`src/rtl/tts_pkg.sv`:
```
// Shared types and helpers for the truth-table sweeper.
package tts_pkg;

    typedef enum logic [1:0] {
        IDLE  = 2'd0,
        SWEEP = 2'd1,
        DONE  = 2'd2
    } tts_state_t;

    localparam int unsigned TTS_N_IN_MIN = 1;
    localparam int unsigned TTS_N_IN_MAX = 6;

    function automatic int unsigned tts_depth(input int unsigned n);
        return 32'd1 << n;
    endfunction

endpackage

```
`src/rtl/tts_mux.sv`:
```
// Parametrised 2**N_SEL:1 bit selector: picks one truth-table entry by index.
module tts_mux
    import tts_pkg::*;
#(
    parameter  int unsigned N_SEL = 2,
    localparam int unsigned DEPTH = tts_depth(N_SEL)
) (
    input  logic [DEPTH-1:0] tbl_i,
    input  logic [N_SEL-1:0] sel_i,
    output logic             bit_c
);

    assign bit_c = tbl_i[sel_i];

endmodule

```
`src/rtl/truth_table_sweeper.sv`:
```
// Programmable N-input boolean function: registered lookup plus full minterm sweep.
// Optional TTS_CHECK_EN adds an expected table and a mismatch counter.
module truth_table_sweeper
    import tts_pkg::*;
#(
    parameter  int unsigned N_IN = 2,
    localparam int unsigned TT_D = tts_depth(N_IN),
    localparam int unsigned CW   = N_IN + 1
) (
    input  logic            clk,
    input  logic            rst_n,
    input  logic            tt_load,
    input  logic [TT_D-1:0] tt_in,
    input  logic [N_IN-1:0] eval_x,
    output logic            eval_s,
    input  logic            start,
    output logic            busy,
    output logic            sweep_valid,
    output logic [N_IN-1:0] sweep_m,
    output logic            sweep_s,
    output logic [CW-1:0]   ones_cnt,
    output logic            done
`ifdef TTS_CHECK_EN
    ,
    input  logic [TT_D-1:0] exp_in,
    output logic [CW-1:0]   mism_cnt
`endif
);

    localparam logic [N_IN-1:0] IDX_LAST = N_IN'(TT_D - 1);

    tts_state_t      state_q, state_d;
    logic [TT_D-1:0] table_q, table_d;
    logic [N_IN-1:0] idx_q, idx_d;
    logic [CW-1:0]   ones_q, ones_d;
    logic            eval_s_q, eval_s_d;
    logic            busy_q, busy_d;
    logic            valid_q, valid_d;
    logic [N_IN-1:0] m_q, m_d;
    logic            s_q, s_d;
    logic            done_q, done_d;
    logic            eval_bit_c;
    logic            sweep_bit_c;
    logic            idle_free_c;

`ifdef TTS_CHECK_EN
    logic [TT_D-1:0] exp_q, exp_d;
    logic [CW-1:0]   mism_q, mism_d;
    logic            mism_bit_c;

    assign mism_bit_c = sweep_bit_c ^ exp_q[idx_q];
`endif

    tts_mux #(.N_SEL(N_IN)) u_eval_mux (
        .tbl_i (table_q),
        .sel_i (eval_x),
        .bit_c (eval_bit_c)
    );

    tts_mux #(.N_SEL(N_IN)) u_sweep_mux (
        .tbl_i (table_q),
        .sel_i (idx_q),
        .bit_c (sweep_bit_c)
    );

    // The DONE cycle is still busy on the outputs, so IDLE only accepts commands once busy drops.
    assign idle_free_c = (state_q == IDLE) && !busy_q;

    always_comb begin
        state_d  = state_q;
        table_d  = table_q;
        idx_d    = idx_q;
        ones_d   = ones_q;
        eval_s_d = eval_bit_c;
        busy_d   = 1'b0;
        valid_d  = 1'b0;
        m_d      = '0;
        s_d      = 1'b0;
        done_d   = 1'b0;
`ifdef TTS_CHECK_EN
        exp_d    = exp_q;
        mism_d   = mism_q;
`endif

        case (state_q)
            IDLE: begin
                if (idle_free_c) begin
                    if (tt_load) begin
                        table_d = tt_in;
`ifdef TTS_CHECK_EN
                        exp_d   = exp_in;
`endif
                    end
                    if (start) begin
                        state_d = SWEEP;
                        idx_d   = '0;
                        ones_d  = '0;
`ifdef TTS_CHECK_EN
                        mism_d  = '0;
`endif
                    end
                end
            end
            SWEEP: begin
                busy_d  = 1'b1;
                valid_d = 1'b1;
                m_d     = idx_q;
                s_d     = sweep_bit_c;
                ones_d  = ones_q + CW'(sweep_bit_c);
`ifdef TTS_CHECK_EN
                mism_d  = mism_q + CW'(mism_bit_c);
`endif
                if (idx_q == IDX_LAST) begin
                    state_d = DONE;
                end else begin
                    idx_d = idx_q + N_IN'(1);
                end
            end
            DONE: begin
                busy_d  = 1'b1;
                done_d  = 1'b1;
                idx_d   = '0;
                state_d = IDLE;
            end
            default: begin
                state_d = IDLE;
                idx_d   = '0;
            end
        endcase
    end

    always_ff @(posedge clk or negedge rst_n) begin
        if (!rst_n) begin
            state_q  <= IDLE;
            table_q  <= '0;
            idx_q    <= '0;
            ones_q   <= '0;
            eval_s_q <= 1'b0;
            busy_q   <= 1'b0;
            valid_q  <= 1'b0;
            m_q      <= '0;
            s_q      <= 1'b0;
            done_q   <= 1'b0;
`ifdef TTS_CHECK_EN
            exp_q    <= '0;
            mism_q   <= '0;
`endif
        end else begin
            state_q  <= state_d;
            table_q  <= table_d;
            idx_q    <= idx_d;
            ones_q   <= ones_d;
            eval_s_q <= eval_s_d;
            busy_q   <= busy_d;
            valid_q  <= valid_d;
            m_q      <= m_d;
            s_q      <= s_d;
            done_q   <= done_d;
`ifdef TTS_CHECK_EN
            exp_q    <= exp_d;
            mism_q   <= mism_d;
`endif
        end
    end

    assign eval_s      = eval_s_q;
    assign busy        = busy_q;
    assign sweep_valid = valid_q;
    assign sweep_m     = m_q;
    assign sweep_s     = s_q;
    assign ones_cnt    = ones_q;
    assign done        = done_q;
`ifdef TTS_CHECK_EN
    assign mism_cnt    = mism_q;
`endif

endmodule

```
`config.mk`:
```
export PLATFORM = sky130hd
export DESIGN_NAME = truth_table_sweeper
export DESIGN_NICKNAME = d
export VERILOG_FILES = /design/src/rtl/tts_pkg.sv /design/src/rtl/tts_mux.sv /design/src/rtl/truth_table_sweeper.sv
export SDC_FILE = /design/constraint.sdc
export NUM_CORES = 1
export LEC_CHECK = 0
export BUFFER_PORTS_ARGS = -buffer_cell sky130_fd_sc_hd__buf_2
export CORE_MARGIN = 2
export CORE_UTILIZATION = 50
export CTS_CLUSTER_DIAMETER = 40
export DETAILED_ROUTE_END_ITERATION = 6
export PLACE_DENSITY = 0.86
export SLEW_MARGIN = 40
export SYNTH_ARGS = -nofsm -noshare
export SYNTH_HDL_FRONTEND = slang
export SYNTH_SLANG_ARGS = --single-unit
```
`constraint.sdc`:
```
create_clock -name clk -period 2.7 [get_ports clk]
set_clock_uncertainty 0.2 [all_clocks]
set_input_delay 0.405 -clock clk [delete_from_list [all_inputs] [get_ports clk]]
set_output_delay 0.405 -clock clk [all_outputs]
set_load 0.1 [all_outputs]
```
Word-level counts from Yosys, hierarchy flattened
Index checks and enable logic that the tools add are counted.
{"block": "totals", "reg_bits": 18, "input_bits": 10, "output_inout_bits": 10, "wordCells": 50}
{"block": "classes", "addsub": 2, "n_lt_le_gt_ge": 2, "eq_ne": 7, "n_mux": 20, "n_reduce_logical": 9}
{"cell": "$mux 2", "n": 7}
{"cell": "$reduce_and 3->1", "n": 4}
{"cell": "$ne 2x2->1 const B", "n": 4}
{"cell": "$pmux 2 s2", "n": 2}
{"cell": "$lt 2x3->1 const B", "n": 2}
{"cell": "$mux 1", "n": 6}
{"cell": "$mux 3", "n": 2}
{"cell": "$pmux 3 s2", "n": 1}
{"cell": "$bmux 1 s2", "n": 2}
{"cell": "$eq 2x2->1 const B", "n": 2}
{"cell": "$add 3x1->3", "n": 1}
{"cell": "$add 2x1->2 const B", "n": 1}
{"cell": "$eq 2x1->1 const B", "n": 1}
{"cell": "$logic_not 2->1", "n": 1}
{"cell": "$reduce_bool 2->1", "n": 1}
{"cell": "$reduce_or 2->1", "n": 1}
{"cell": "$logic_and 1x1->1", "n": 1}
{"cell": "$logic_not 1->1", "n": 1}

Depth between registers and ports, before layout
{"block": "depth", "depth_word": 4, "ltp_mapped": 6, "mapped_depth_nobuf": 6}

Hierarchy
From an unflattened synthesis, not the netlist that was laid out.
{"block": "unflattened", "cells_unflattened": 68, "hier_area_um2": 895.9}
{"mod": "truth_table_sweeper", "n_inst": 1, "cells_each": 66, "area_each_um2": 850.8, "seq_area_each_um2": 450.4}
{"mod": "tts_mux", "n_inst": 2, "cells_each": 1, "area_each_um2": 22.5, "seq_area_each_um2": 0.0}

Worst setup path after synthesis
OpenSTA, ideal clock, no wires.
{"block": "synth_path", "path_type": "reg2reg", "from": "register ones_q[0] (netlist: ones_cnt[0])", "to": "register ones_q[2] (netlist: ones_cnt[2])", "setup_ns": 0.126, "arrival_ns": 1.744, "t_required_ns": 2.374, "slack_ns": 0.630, "path_stages_with_launch": 5, "path_buffers": 0, "synth_period_minus_slack_ns": 2.070, "path_cell_list": "dfrtp_1 > ha_1 > ha_1 > and3b_1 > a221o_1"}
{"block": "synth_between", "elab_chain_len": 2}
{"item": "start: declaration", "line": "truth_table_sweeper.sv:35", "text": "logic [CW-1:0] ones_q, ones_d;"}
{"item": "start signal: assignment", "line": "truth_table_sweeper.sv:152", "text": "ones_q <= ones_d;"}
{"item": "$add 3x1->3", "line": "truth_table_sweeper.sv:109", "text": "ones_d = ones_q + CW'(sweep_bit_c);"}
{"item": "$pmux 3 s2", "line": "truth_table_sweeper.sv:85", "text": "case (state_q)"}
No other way between the ends.
A chain may end at the register's enable or synchronous reset.

Final worst setup path
{"block": "layout_path", "from": "register idx_q[0]", "to": "register ones_q[2] (netlist: ones_cnt[2])"}
{"block": "layout_between", "elab_chain_len": 4}
{"item": "start: declaration", "line": "truth_table_sweeper.sv:34", "text": "logic [N_IN-1:0] idx_q, idx_d;"}
{"item": "start signal: assignment", "line": "truth_table_sweeper.sv:151", "text": "idx_q <= idx_d;"}
{"item": "$bmux 1 s2", "line": "tts_mux.sv:13", "text": "assign bit_c = tbl_i[sel_i];"}
{"item": "$mux 1 (implied by the code)", "line": "tts_mux.sv:13"}
{"item": "$add 3x1->3", "line": "truth_table_sweeper.sv:109"}
{"item": "$pmux 3 s2", "line": "truth_table_sweeper.sv:85"}
No other way between the ends. The select of a mux whose other input is x is not followed.

==> flow_summary.ini <==
[run_status]
status = finished clean

[sta]
worst-slew-pin-transition_ns = 0.492
finalSetupViolations = 0
holdWs_ns = 0.137
fin_crit_ns = 2.04
relSlewSlack_pct = 67.4
hold_viol_final = 0
fin_crit_sh_pct = 75.6
fmax_mhz = 490
drv_slew = 0
rsz0062_at_grt = no
fin_setup_tns_ns = 0

[die]
die_area_um2 = 2010
die_y_um = 44.9
rows = 14
core_um2 = 1540
initial_core_util_pct = 54.1
io_pins = 20
dieWidth_um = 44.9

[setup_path]
cp-start-kind = flip-flop
crit_path_end_kind = flip-flop
rr_worst_depth = 6
crit_type = flip-flop to flip-flop
crit_top_cell = ha_1
worst_ep_arrival_time_ns = 2.03
cp_max_fo = 5
rrSetupSlack_ns = 0.66
timing.rr.start = idx_q[0]
path_cells = mux4_2 > ha_1 > ha_1 > nand2_1 > nor2_1 > a221o_1
path_delay_family = multiplexers
startpoint = idx_q[0]
r2r-end = ones_cnt[2]
cp.required_ns = 2.69
timing.critical_path.buf_inv = 0
critPathMaxStageDelay_ns = 0.53
worst_path_max_delay_cell = mux4_2

[global_route]
grt_max_degree = 19
grt_pass1_vias = 539
grt_first_pass_wirelength_um = 2260
grt_use_total_pct = 15.9
gr-total-overflow = 0
antenna_found_initial = 0

[cells_and_area]
design_area_um2 = 981
syn_to_final_growth_pct = 17.5
fill_cells = 123
antenna_cells = 0
fin_nets = 101
drive_gt1_share_pct = 39.3
fin_cells = 100

[synth]
ys_warn_count = 0
ys_seq_area_share_pct = 54.0
synthCells = 62
synth_cell_type_count = 24
syn_area_um2 = 835
avgSynthCellArea_um2 = 13.5
ys_ff_latch = 18
syn_nets = 78

[clock_network]
cts_tree = yes
clockBufferDepth = 2
clk_latency_ns = 0.30
cts-root-buf = clkbuf_4
cts_max_level = 1
ctsResizeCount = 0
path_clk_slew_ns = 0.10
cts_buffers = 3
hold_buffers = 1
cts.sinks = 18
postCtsSetupRepairBufs = 0

[place]
portBuffers = 19
hpwl_um = 1060
placed_area_um2 = 935
routabilityCongestion = 0.790
dpl.cell_count = 95

[routing]
routed_wl_um = 1420
vias_per_cell = 5.64
via_count = 564
drc = 0
drtIter0Drc = 7
post_drt_wl_per_cell_um = 14.2
antenna_left = 0
firstDrtPassIters = 4

[worst_hold_path]
hp-class = input port to flip-flop
whs_endpoint = table_q[2]
hold_start = tt_in[2]
min_path_cells = 2

[job]
cap_violations = 0
cell usage in the layout (no fill, tap or decap), types with 3 or more instances in the layout:
master / n
nand2_1: 4
clkbuf_4: 3
mux2_2: 4
and2_1: 3
buf_2: 19
ha_1: 6
dfrtp_1: 18
how the worst max path moves through the flow:
stage	to	slack, ns	cells past startpoint
2_1_floorplan	ones_cnt[2]	0.63	4
3_3_place_gp	ones_cnt[2]	0.72	6
3_5_place_dp	ones_cnt[2]	0.66	6
4_1_cts	ones_cnt[2]	0.65	6
5_1_grt	ones_cnt[2]	0.56	6
6_report	ones_cnt[2]	0.66	6
layer usage:
layer / share of wire (%) / vias up / track usage, %
li1: - / 269 / -
met1: 43 / 273 / 20.3
met2: 50 / 20 / 26.1
met3: 5.7 / 2 / 4.00
met4: 0.99 / 0 / 6.47
met5: 0 / - / 0
flip-flops by register name, summed over array words and instances, names as in the netlist:
name,flops
state_q,2
table_q,4
sweep_s,1
done,1
busy,1
eval_s,1
sweep_m,2
idx_q,2
sweep_valid,1
ones_cnt,3
cell usage after synthesis (all sizes together):
cell,instances,area [um^2]
a21boi,1,7.51
a21o,1,7.51
a21oi,1,5.00
a221o,1,10.0
a32o,2,20.0
and2,4,26.3
and3b,1,8.76
buf,2,15.0
dfrtp,18,450
ha,6,75.1
inv,2,7.51
mux2,4,45.0
mux4,2,45.0
nand2,4,15.0
nand2b,2,22.5
nand3,2,10.0
nand3b,2,15.0
nor2,2,10.0
nor2b,1,6.26
o211ai,2,15.0
o22a,2,17.5
area by class of cell:
class	instances	area, um^2	share of cell area, %
timing repair buffer	20	105	10.7
sequential	18	450	45.9
tap	16	20.0	2.04
inverter	2	7.51	0.765
multi-input combinational	40	362	36.9
clock buffer	4	36.3	3.70
kinds of logic after synthesis:
family | after synthesis | share of synthesized area, %
flip-flops | 18 | 54.0
buffers and inverters | 4 | 2.70
AO/OA/AOI/OAI | 10 | 9.90
adder cells (fa/ha/maj) | 6 | 9.00
AND/OR/NAND/NOR | 18 | 13.6
multiplexers | 6 | 10.8
worst register-to-register path, cell delays in order (launching register included):
cell and delay (ns):
dfrtp_1 0.43, mux4_2 0.53, ha_1 0.19, ha_1 0.18, nand2_1 0.07, nor2_1 0.05, a221o_1 0.29
metrics by stage:
step                      setup WS [ns]  utilization, %
after floorplan                   0.630               -
after global placement            0.719            60.6
after detailed placement          0.663            60.6
after CTS                         0.649            63.6
after global routing              0.563            63.6
final                             0.658            63.6
Power is left out: the tool's default activity adds up to more than one toggle a clock period on the data nets, which glitch-free logic cannot reach.
